## config.mk

```make
export PLATFORM = sky130hd
export DESIGN_NAME = ternary_matrix_loader
export DESIGN_NICKNAME = d
export VERILOG_FILES = /design/src/rtl/ternary_matrix_loader.sv
export SDC_FILE = /design/constraint.sdc
export NUM_CORES = 1
export LEC_CHECK = 0
export BUFFER_PORTS_ARGS = -buffer_cell sky130_fd_sc_hd__buf_4
export CAP_MARGIN = 20
export CORE_MARGIN = 8
export CORE_UTILIZATION = 43
export CTS_CLUSTER_DIAMETER = 50
export CTS_CLUSTER_SIZE = 14
export DETAILED_ROUTE_END_ITERATION = 12
export HOLD_SLACK_MARGIN = 0.06
export PLACE_DENSITY = 0.75
export SLEW_MARGIN = 20
export SYNTH_ARGS = -nofsm -noshare
export SYNTH_HDL_FRONTEND = slang
export SYNTH_SLANG_ARGS = --single-unit
```

## constraint.sdc

```tcl
create_clock -name clk_i -period 1.4 [get_ports clk_i]
set_input_delay 0.42 -clock clk_i [delete_from_list [all_inputs] [get_ports clk_i]]
set_output_delay 0.42 -clock clk_i [all_outputs]
set_load 0.01 [all_outputs]
```

## src/rtl/ternary_matrix_loader.sv

```systemverilog
// Collects M packed ternary weight rows and one activation vector from two
// valid/ready streams, then offers them as one transaction to ternary_matmul.
module ternary_matrix_loader #(
  parameter int N         = 4,
  parameter int M         = 4,
  parameter int DataWidth = 8
) (
  input  logic                   clk_i,
  input  logic                   rst_ni,
  input  logic [N*DataWidth-1:0] vec_i,
  input  logic                   vec_valid_i,
  output logic                   vec_ready_o,
  input  logic [N*2-1:0]         row_i,
  input  logic                   row_valid_i,
  output logic                   row_ready_o,
  output logic [N*DataWidth-1:0] vector_o,
  output logic [M*N*2-1:0]       matrix_o,
  output logic                   out_valid_o,
  input  logic                   out_ready_i,
  output logic                   err_o
);

  localparam int CW = $clog2(M + 1);
  localparam logic [CW-1:0] MCNT = CW'(M);

  typedef enum logic {LOAD, ISSUE} state_t;

  state_t                 state_q, state_d;
  logic [CW-1:0]          row_cnt_q, row_cnt_d;
  logic                   vec_have_q, vec_have_d;
  logic [N*DataWidth-1:0] vector_q, vector_d;
  logic [M*N*2-1:0]       matrix_q, matrix_d;
  logic                   err_q, err_d;
  logic                   row_fire, vec_fire;

  // Code 2'b10 has no ternary meaning; it is replaced by zero weight.
  function automatic logic [N*2-1:0] sanitize_row(input logic [N*2-1:0] row);
    logic [N*2-1:0] res;
    res = row;
    for (int c = 0; c < N; c++) begin
      if (row[c*2 +: 2] == 2'b10) res[c*2 +: 2] = 2'b00;
    end
    return res;
  endfunction

  function automatic logic row_illegal(input logic [N*2-1:0] row);
    logic ill;
    ill = 1'b0;
    for (int c = 0; c < N; c++) begin
      if (row[c*2 +: 2] == 2'b10) ill = 1'b1;
    end
    return ill;
  endfunction

  assign row_ready_o = rst_ni && (state_q == LOAD) && (row_cnt_q < MCNT);
  assign vec_ready_o = rst_ni && (state_q == LOAD) && !vec_have_q;
  assign row_fire    = row_valid_i && row_ready_o;
  assign vec_fire    = vec_valid_i && vec_ready_o;

  assign out_valid_o = (state_q == ISSUE);
  assign vector_o    = vector_q;
  assign matrix_o    = matrix_q;
  assign err_o       = err_q;

  always_comb begin
    state_d    = state_q;
    row_cnt_d  = row_cnt_q;
    vec_have_d = vec_have_q;
    vector_d   = vector_q;
    matrix_d   = matrix_q;
    err_d      = err_q;
    unique case (state_q)
      LOAD: begin
        if (row_fire) begin
          for (int r = 0; r < M; r++) begin
            if (row_cnt_q == CW'(r)) matrix_d[r*N*2 +: N*2] = sanitize_row(row_i);
          end
          row_cnt_d = row_cnt_q + CW'(1);
          err_d     = err_q | row_illegal(row_i);
        end
        if (vec_fire) begin
          vector_d   = vec_i;
          vec_have_d = 1'b1;
        end
        // Look at the post-accept counts so valid rises right after the last beat.
        if ((row_cnt_d == MCNT) && vec_have_d) state_d = ISSUE;
      end
      ISSUE: begin
        if (out_ready_i) begin
          state_d    = LOAD;
          row_cnt_d  = '0;
          vec_have_d = 1'b0;
        end
      end
      default: state_d = LOAD;
    endcase
  end

  always_ff @(posedge clk_i) begin
    if (!rst_ni) begin
      state_q    <= LOAD;
      row_cnt_q  <= '0;
      vec_have_q <= 1'b0;
      vector_q   <= '0;
      matrix_q   <= '0;
      err_q      <= 1'b0;
    end else begin
      state_q    <= state_d;
      row_cnt_q  <= row_cnt_d;
      vec_have_q <= vec_have_d;
      vector_q   <= vector_d;
      matrix_q   <= matrix_d;
      err_q      <= err_d;
    end
  end

endmodule

```

======== Yosys cells after proc, flatten, opt, wreduce, memory -nomap -nowiden ========
Index checks and enable logic that the tools add are counted.
word-level totals
  output and inout bits ................... 68
  register bits ........................... 70
operators by class
  reduce and logical (&&, ||, !) cells .... 14
  $lt $le $gt $ge ......................... 1
  muxes and demuxes ....................... 21
  eq/ne operators ......................... 9
  bitwise operators ....................... 2
  add/subtract/negate cells ............... 1
operator list
  operator               count
  $reduce_and A3 Y1      4
  $mux W1                11
  $mux W3                3
  $eq A2 B2 Y1 const B   4
  $mux W2                4
  $eq A3 B2 Y1 const B   2
  $logic_and A1 B1 Y1    6
  $pmux W3 S2            1
  $pmux W1 S2            2
  $reduce_and A2 Y1      2
  $add A3 B1 Y3 const B  1
  $eq A3 B1 Y1 const B   1
  $eq A3 B3 Y1 const B   1
  $logic_not A3 Y1       1
  $lt A3 B3 Y1 const B   1
  $ne A2 B2 Y1 const B   1
  $logic_not A1 Y1       1
  $not A1 Y1             1
  $or A1 B1 Y1           1

======== Logic depth before layout (Yosys ltp) ========
Gate-level depths: netlist of run 1.
  word-level depth ........................ 10
  gate-level depth with buffers ........... 7

======== Worst setup path after synthesis of run 1 ========
OpenSTA, ideal clock, no wires.
  path kind ............................... input-to-output
  from .................................... input port rst_ni
  to ...................................... output port vec_ready_o
  cell stages on the path ................. 3
  buffers on the path ..................... 2
  arrival time ............................ 1,069 ps
  required time ........................... 980 ps
  slack ................................... -89 ps
  cells stage by stage .................... clkbuf_1 clkbuf_1 and2_1
on the way
  cells in the longest elaborated chain, start to end .. 2
ends and longest elaborated chain
  item                              line  RTL
  start: declaration                9     input logic rst_ni,
  $logic_and A1 B1 Y1 (2 in a row)  56    assign vec_ready_o = rst_ni && (state_q == LOAD) && !vec_have_q;
  end: declaration                  12    output logic vec_ready_o,
Every way passes these cells.

======== Worst setup path after layout of run 1 ========
  from .................................... register state_q (netlist: out_valid_o)
  to ...................................... output port vec_ready_o
on the way
  cells in the longest elaborated chain, start to end .. 3
ends and longest elaborated chain
  item                              line  RTL
  start: declaration                28    state_t state_q, state_d;
  start signal: assignment          108   state_q <= state_d;
  $not A1 Y1 (no source line)       -
  $logic_and A1 B1 Y1 (2 in a row)  56
Every way passes these cells.

==> results of run 1 <==
==> sequential cells by signal, indices dropped and copies added (netlist names) <==
signal	flops
vector_o	32
row_cnt_q	3
vec_have_q	1
matrix_o	32
err_o	1
out_valid_o	1
==> worst paths after layout <==
check / start / slack, ns / end / cells after the start
worst max-delay path: out_valid_o / -0.15 / vec_ready_o / 4
worst min-delay path: out_ready_i / 0.30 / out_valid_o / 2
worst max register to register: row_cnt_q[2] / -0.05 / out_valid_o / 5
worst min register to register: vector_o[8] / 0.45 / vector_o[8] / 2
==> metal layers <==
layer	wire length, µm	track usage, %	share of wire (%)
met2	3357	22.87	42
met4	151	7.343	1.9
met5	0	0	0
met1	3377	18.63	43
met3	1021	9.033	13
==> critical path, cell delays in order, from the launching register on <==
cell and delay [ns]:
dfxtp_2 0.34, buf_6 0.13, nor2_4 0.09, and2_4 0.15
buf_6 0.10
==> cells by family (layout without fill, tap and decap cells) <==
| group | after synthesis | count (layout) | synth area share, % |
|---|---|---|---|
| AO/OA/AOI/OAI | 60 | 60 | 15.40 |
| XOR/XNOR | 1 | 1 | 0.3072 |
| adder cells (fa/ha/maj) | 5 | 5 | 2.194 |
| buffers and inverters | 27 | 156 | 4.783 |
| flip-flops | 70 | 70 | 49.14 |
| multiplexers | 17 | 17 | 5.967 |
| AND/OR/NAND/NOR | 136 | 136 | 22.20 |
==> power by group <==
group,total (mW),internal (mW),leakage (nW),switching (mW)
Combinational,0.611,0.319,1.21,0.292
Clock,1.40,0.677,0.0926,0.724
Sequential,2.10,2.06,0.570,0.0408
Total,4.11,3.05,1.87,1.06
==> per-stage QoR <==
step / hold WS (ns) / std cells / total power [mW]
after global routing: 0.2960 / 522 / 4.328
after global placement: 0.4406 / 502 / 2.683
final: 0.2998 / 522 / 4.110
after floorplan: 0.4790 / 316 / 2.406
after CTS: 0.2721 / 522 / 4.132
after detailed placement: 0.4450 / 502 / 2.696
==> cell usage in the layout (no fill, tap or decap), types with 2 or more instances in the layout <==
cell	count
buf_4	124
nand2_1	85
dfxtp_1	68
a21boi_0	28
a21boi_1	19
nor2b_1	17
mux2i_1	15
nand3_2	12
clkbuf_8	10
inv_1	8
and2_1	6
nand3_1	5
ha_1	5
clkinv_2	5
buf_6	5
nand2_8	4
o22ai_1	4
nor3b_2	2
mux2i_2	2
o21ai_1	2
a21boi_2	2
buf_12	2
==> final cells by class <==
class | count | area [µm²] | share of cell area, %
Clock buffer | 11 | 141.4 | 3.362
Clock inverter | 5 | 25.02 | 0.5951
Inverter | 8 | 30.03 | 0.7141
Multi-Input combinational cell | 219 | 1464 | 34.81
Sequential cell | 70 | 1406 | 33.44
Tap cell | 77 | 96.34 | 2.291
Timing Repair Buffer | 132 | 1042 | 24.78
==> timing repair <==
item / CTS / global route
pin swaps: 2 / 22
buffers inserted: 4 / 0
endpoints found under the setup margin: 33 / 34
gates resized for setup: 13 / 34
cloned: 0 / 0
==> run summary, run 1 <==
Syn Std Cell Area: 0.002851 mm²
FF+latch count, synth: 70
Setup TNS: -0.4053 ns
Worst Slack Setup Final: -0.1476 ns
crit end category: output pin
initial DRC count: 62
Synth Instances: 316
period utilization: 110.5%
fill count: 533
Ant. Diodes: 0
Mapped Avg Cell Area: 9.024 µm²
most instantiated cells after synthesis: nand2_1, dfxtp_1, a21boi_0
first-pass GRT wire length: 12470 µm
Die ar.: 0.009494 mm²
Yosys warnings: 0
number of port buffers: 112
WL per Instance: 15.15 µm
VDD IR-drop max: 0.6228 mV
pin count of the biggest net entering global routing: 33
CP Launch Type: register
PD cells: 977.3 mW/mm²
ratio of cells with drive above 1 in the final layout: 39.10%
TritonRoute pass-1 iters: 4
failing checks: negative setup slack
syn nets: 366
Clock Tree Root: clkbuf_8
total wire length: 7907 µm
area grow syn2layout: 47.48%
DRC: 0
GP Congestion: 0.7652
DIE HEIGHT: 97.44 µm
Ports: 113
RSZ-0062 raised after global routing: true
CTS Buf Count: 9
CTS tree: built
worst relative slew slack: 75.04%
Die X: 97.44 µm
dominant cell type by area after synthesis: dfxtp_1
ANT nets after route: 0
clock latency on the worst-skew pair: 0.33 ns
Slew Limit Fails: 0
clock period minus worst slack: 1.548 ns
most common cell in the netlist: nand2_1
area share of the largest cell type after synthesis: 49.14%
final net count: 490
DP HPWL: 5617 µm
critical setup path kind: register to output pin
maximum clock rate: 646.2 MHz
Post-synth EDFFs: 0
status: finished, violations left
via count: 2558
max cap viols: 0
row count: 29
Arr. time, crit path: 1.13 ns
Via density: 4.900
clk buf depth: 2
Post-synth ARST share: 0%
Slew @ Worst Pin: 0.3744 ns
post-route design area: 0.004205 mm²
final setup fails: 9
Starting Density: 44.65%
Placed Area: 0.003829 mm²
Setup Skew: 0.006465 ns
GRT Util Overall: 15.90%
final core occ: 65.85%
CTS Sinks: 70
CTS H-Tree Depth: 3
sequential fraction of the synthesis area: 49.14%
Req. time, crit path: 0.98 ns
Distinct cells, synth: 26
Tightest Hold Check Type: input pin to register
Place WS: -0.2649 ns
initial antenna violation count: 0
Main synth FF type: dfxtp_1
Synth area leaders: dfxtp_1, nand2_1, a21boi_0
Final Hold Vio Count: 0
global route overflow: 0
CTS clk-pin slew, worst paths: 0.07 ns
number of global-route vias before repair: 2586
Leak: 1.874 nW
Max FO, Critical Path: 4
CTS Hold Bufs: 0
core area: 0.006386 mm²
No activity file was read; power rests on OpenSTA's default activity.
==> run 2, diff against run 1 <==
==> constraint.sdc (replaced) <==
create_clock -name clk_i -period 1.4 [get_ports clk_i]
set_input_delay 0.07 -clock clk_i [delete_from_list [all_inputs] [get_ports clk_i]]
set_output_delay 0.07 -clock clk_i [all_outputs]
set_load 0.01 [all_outputs]
==> run 2 against run 1 <==
Net effect: the flow still finishes with violations (negative setup slack); die area unchanged; design area up 5.1%; routed wire length increased by 3.6%; global-route usage grew 1.2 points; clock-buffer cell count shrank 1; clock skew is essentially flat; sequential power about the same; sequential share of layout area fell by 1.7 points; fmax rose by 10%; combinational power grew 5.1%; total power rose by 6.4%; flip-flop and latch count stayed put.
==> run summary, run 2 (same netlist as run 1, synthesis figures left out) <==
Via density: 4.782 (-2.4%)
Arr. time, crit path: 1.66 ns (+0.53 ns)
initial DRC count: 96 (+55%)
Slew @ Worst Pin: 0.3204 ns (-0.05395 ns)
worst path cell trace: nor4bb_4 -> buf_4 -> mux2i_2 -> o2111ai_1 -> o22ai_1
number of global-route vias before repair: 2791 (+7.9%)
critical setup path kind: register to register
Slowest-stage cell, CP: dfxtp_2
Place WS: -0.03175 ns (+0.2332 ns)
TritonRoute pass-1 iters: 5 (+1)
Sequential Power Share: 48.1% (-3.0 points)
Clock power frac: 37.3% (+3.2 points)
clock latency on the worst-skew pair: 0.34 ns (about the same)
global route overflow: 0 (unchanged)
Placed Area: 0.003821 mm² (-0.20%)
number of port buffers: 112 (unchanged)
CTS clk-pin slew, worst paths: 0.07 ns (about the same)
core area: 0.006386 mm² (unchanged)
via count: 2654 (+3.8%)
crit end category: register
max cap viols: 0 (unchanged)
Tightest Hold Check Type: input pin to register
period utilization: 100.2% (-10 points)
clock period minus worst slack: 1.403 ns (-0.1450 ns)
CTS H-Tree Depth: 3 (unchanged)
total wire length: 8190 µm (+3.6%)
PD cells: 989.1 mW/mm² (+1.2%)
WP buf/inv: 1 (-1)
clk buf depth: 2 (unchanged)
Worst Slack Setup Final: -0.002558 ns (+0.1450 ns)
Req. time, crit path: 1.66 ns (+0.68 ns)
Die ar.: 0.009494 mm² (unchanged)
Ports: 113 (unchanged)
first-pass GRT wire length: 13640 µm (+9.4%)
DIE HEIGHT: 97.44 µm (unchanged)
RSZ-0062 raised after global routing: true
final core occ: 69.24% (+3.4 points)
Final Hold Vio Count: 0 (unchanged)
Ant. Diodes: 0 (unchanged)
status: finished, violations left
Max FO, Critical Path: 3 (-1)
Pint: 3.284 mW (+7.6%)
pin count of the biggest net entering global routing: 43 (+30%)
crit-path leading delay family: flip-flops
sw power: 1.089 mW (+3.1%)
GP Congestion: 0.8059 (+5.3%)
Comb power frac: 14.7% (-0.2 points)
crit-path max cell delay: 0.35 ns (about the same)
VDD IR-drop max: 0.7915 mV (+27%)
GRT Util Overall: 17.10% (+1.2 points)
most frequent cells in the layout: buf_4, nand2_1, dfxtp_1, dlygate4sd3_1, a21boi_0
ANT nets after route: 0 (unchanged)
WL per Instance: 14.76 µm (-2.6%)
CP Launch Type: register
initial antenna violation count: 0 (unchanged)
CTS Buf Count: 9 (unchanged)
Starting Density: 44.65% (unchanged)
ratio of cells with drive above 1 in the final layout: 32.43% (-6.7 points)
Sw Share: 24.91% (-0.79 points)
final setup fails: 1 (-8)
CTS tree: built
Setup TNS: -0.002558 ns (+0.4027 ns)
area grow syn2layout: 55.07%
worst relative slew slack: 78.64% (+3.6 points)
DP HPWL: 5509 µm (-1.9%)
CTS Sinks: 70 (unchanged)
Non-Filler Instances: 555 (+6.3%)
Clock Tree Root: clkbuf_8
Leak: 2.016 nW (+7.6%)
Die X: 97.44 µm (unchanged)
Slew Limit Fails: 0 (unchanged)
maximum clock rate: 713.0 MHz (+10%)
placed instance count: 501 (-0.20%)
post-route design area: 0.004422 mm² (+5.1%)
failing checks: negative setup slack
commonest non-fill, non-tap cell in the layout: buf_4
DRC: 0 (unchanged)
row count: 29 (unchanged)
Setup Skew: 0.006748 ns (+0.0002830 ns)
final net count: 523 (+6.7%)
==> run 2: changes by cell type in the layout (fill, tap and decap cells not counted), sizes merged <==
cell,before,now
dlygate4sd3,0,37
buf,132,128
bufinv,0,1
clkbuf,11,10
clkinv,5,4
clkinvlp,0,1
==> run 2: tightest hold or removal path: stages <==
cell	delay [ns]
buf_4	0.09
a21oi_1	0.06
nor2_1	0.13
o21a_1	0.14
==> run 2: final timing paths <==
check                           slack, ns         from  cells after the start     endpoint
worst min-delay path                 0.18  vec_valid_i                      4   vec_have_q
worst max-delay path               -0.003  out_valid_o                      5  out_valid_o
worst min register to register       0.46  vector_o[1]                      2  vector_o[1]
worst max register to register     -0.003  out_valid_o                      5  out_valid_o
==> run 2: routing by layer <==
metal | wire length, µm | vias to the layer above | GRT usage [%]
li1 | - | 1354 | -
met1 | 3667 | 1195 | 20.58
met2 | 3569 | 95 | 25.97
met3 | 833 | 10 | 7.824
met4 | 119 | 0 | 6.294
met5 | 0 | - | 0
==> run 2: stage by stage <==
| stage | hold WS (ns) | total power, mW |
|---|---|---|
| detailed placement | 0.2908 | 2.690 |
| global placement | 0.2881 | 2.682 |
| global route | 0.1884 | 4.539 |
| finish | 0.1794 | 4.373 |
| CTS | 0.1665 | 4.394 |
| floorplan | 0.1568 | 2.405 |
==> run 2: cell type report <==
cell class	count	area, µm²
clock buffer	10	137.6
clock inverter	6	61.31
fill	484	1964
inverter	8	30.03
multi-input combinational	219	1335
sequential	70	1405
tap	77	96.34
timing repair buffer	165	1356
==> run 2: repair_timing <==
item                                    in CTS  in global routing
hold endpoints to repair                    49                  0
hold buffers                                37                  0
buffers inserted                             1                  0
pin swaps                                    1                  2
resized for setup                            2                  6
endpoints found under the setup margin      20                 31
==> run 2: power groups by stage <==
stage	Combinational, mW	Sequential (mW)	Clock, mW
floorplan	0.237	2.17	0
global placement	0.541	2.14	0
detailed placement	0.546	2.14	0
CTS	0.633	2.10	1.66
global route	0.700	2.11	1.73
finish	0.642	2.10	1.63
==> run 3, diff against run 2 <==
==> constraint.sdc (replaced) <==
create_clock -name clk_i -period 1.4 [get_ports clk_i]
set_input_delay 0.07 -clock clk_i [delete_from_list [all_inputs] [get_ports clk_i]]
set_output_delay 0.07 -clock clk_i [all_outputs]
set_load 0.05 [all_outputs]
==> run 3 against run 2 <==
Net effect: the run still ends with negative setup slack left; register-to-register slack barely moved; sequential power hardly changed; worst setup slack lost 0.013 ns; largest power group is now clock.
==> run summary, run 3 (same netlist as run 1, synthesis figures left out) <==
placed instance count: 496 (-1.0%)
clock latency on the worst-skew pair: 0.34 ns (about the same)
maximum clock rate: 706.2 MHz (-0.95%)
Die X: 97.44 µm (unchanged)
area occupied by multi-input gates: 0.001406 mm² (+5.3%)
global route overflow: 0 (unchanged)
Slew @ Worst Pin: 0.3260 ns (+0.005530 ns)
DP HPWL: 5430 µm (-1.4%)
Arr. time, crit path: 1.65 ns (about the same)
Setup Skew: 0.004922 ns (-0.001826 ns)
Placed Area: 0.003816 mm² (-0.13%)
Leak: 2.098 nW (+4.0%)
Worst R2R Start: row_cnt_q[2]
number of port buffers: 112 (unchanged)
CTS Buf Count: 9 (unchanged)
final setup fails: 3 (+2)
Setup crit start: row_cnt_q[2]
row count: 29 (unchanged)
most frequent cells in the layout: buf_4, nand2_1, dfxtp_1, dlygate4sd3_1, a21boi_0
hold wc startpoint: vec_valid_i
WL per Instance: 15.91 µm (+7.8%)
GP Congestion: 0.7748 (-3.9%)
initial DRC count: 77 (-20%)
final net count: 525 (+0.38%)
Worst Slack Setup Final: -0.01604 ns (-0.01348 ns)
Slew Limit Fails: 0 (unchanged)
RSZ-0062 raised after global routing: true
core area: 0.006386 mm² (unchanged)
Via density: 4.952 (+3.5%)
area grow syn2layout: 63.89%
Req. time, crit path: 1.64 ns (-0.02 ns)
flop2flop setup slack: -0.02 ns (about the same)
worst relative slew slack: 78.27% (-0.37 points)
Ant. Diodes: 0 (unchanged)
final core occ: 73.18% (+3.9 points)
failing checks: negative setup slack
initial antenna violation count: 0 (unchanged)
Max FO, Critical Path: 8 (+5)
via count: 2758 (+3.9%)
number of global-route vias before repair: 2737 (-1.9%)
Ports: 113 (unchanged)
CP Launch Type: register
Clock Tree Root: clkbuf_8
CTS tree: built
clk buf depth: 2 (unchanged)
status: finished, violations left
commonest non-fill, non-tap cell in the layout: buf_4
VDD IR-drop max: 0.8411 mV (+6.3%)
CTS H-Tree Depth: 3 (unchanged)
post-route design area: 0.004673 mm² (+5.7%)
Storage cell area: 0.001409 mm² (+0.27%)
Die ar.: 0.009494 mm² (unchanged)
TritonRoute pass-1 iters: 4 (-1)
PD cells: 1101 mW/mm² (+11%)
ratio of cells with drive above 1 in the final layout: 34.58% (+2.2 points)
first-pass GRT wire length: 13780 µm (+1.0%)
GRT Util Overall: 17.62% (+0.52 points)
clock period minus worst slack: 1.416 ns (+0.01348 ns)
critical setup path kind: register to register
CTS clk-pin slew, worst paths: 0.07 ns (about the same)
CTS Sinks: 70 (unchanged)
Tightest Hold Check Type: input pin to register
fill count: 477 (-1.4%)
ANT nets after route: 0 (unchanged)
max cap viols: 0 (unchanged)
period utilization: 101.1% (+0.96 points)
pin count of the biggest net entering global routing: 77 (+79%)
crit end category: register
Final Hold Vio Count: 0 (unchanged)
total wire length: 8860 µm (+8.2%)
Starting Density: 44.65% (unchanged)
Non-Filler Instances: 557 (+0.36%)
DIE HEIGHT: 97.44 µm (unchanged)
DRC: 0 (unchanged)
[run 3: cell count changes in the layout (fill, tap and decap cells not counted), sizes merged]
cell,previous run,this run
bufinv,1,3
clkbuf,10,13
clkinv,4,1
[run 3: area by class of cell]
| cell class | count | share of cell area, % |
|---|---|---|
| multi-input cells | 219 | 30.09 |
| inverters | 8 | 0.6426 |
| repair buffers | 167 | 31.38 |
| clock inverters | 5 | 2.195 |
| well taps | 77 | 2.062 |
| clock buffers | 11 | 3.481 |
| flip-flops and latches | 70 | 30.15 |
[run 3: metal layers]
layer / up-vias / GRT usage, % / wire (µm)
li1: 1363 / - / -
met1: 1286 / 20.14 / 3745
met2: 95 / 27.99 / 4161
met3: 14 / 7.824 / 816
met4: 0 / 7.110 / 136
met5: - / 0 / 0
[run 3: timing repair]
item                       CTS  global route
pin swaps                    1             7
hold buffers                37             0
setup endpoints to repair   29            63
hold endpoints to repair    50             0
setup buffers                2             4
resized for setup            6            27
gates cloned                 0             2
[run 3: critical path: stages (launching register included)]
cell	delay [ns]
dfxtp_2	0.35
nor4bb_4	0.28
buf_6	0.17
buf_12	0.15
nand2_4	0.10
mux2i_1	0.20
nor2b_1	0.06
[run 3: per-stage QoR]
| stage | setup TNS (ns) | worst slack [ns] | power [mW] | hold slack [ns] |
|---|---|---|---|---|
| after floorplan | -0.3382 | -0.1046 | 2.605 | 0.1539 |
| after global placement | -0.002469 | -0.002469 | 2.883 | 0.2856 |
| after detailed placement | -0.5700 | -0.04899 | 2.893 | 0.3026 |
| after CTS | -0.4114 | -0.05153 | 5.101 | 0.1525 |
| after global routing | -1.135 | -0.07512 | 5.315 | 0.2061 |
| final | -0.02520 | -0.01604 | 5.147 | 0.1676 |
[run 3: power breakdown]
group / total, mW / leakage [nW] / switching, mW / internal, mW
registers: 2.10 / 0.570 / 0.0417 / 2.06
clock network: 2.12 / 0.131 / 0.787 / 1.34
logic: 0.923 / 1.40 / 0.513 / 0.410
[run 3: worst paths after layout]
path,end,cells after the start
setup reg to reg,matrix_o[1],6
hold reg to reg,matrix_o[24],2
setup / recovery,matrix_o[1],6
hold / removal,vec_have_q,4
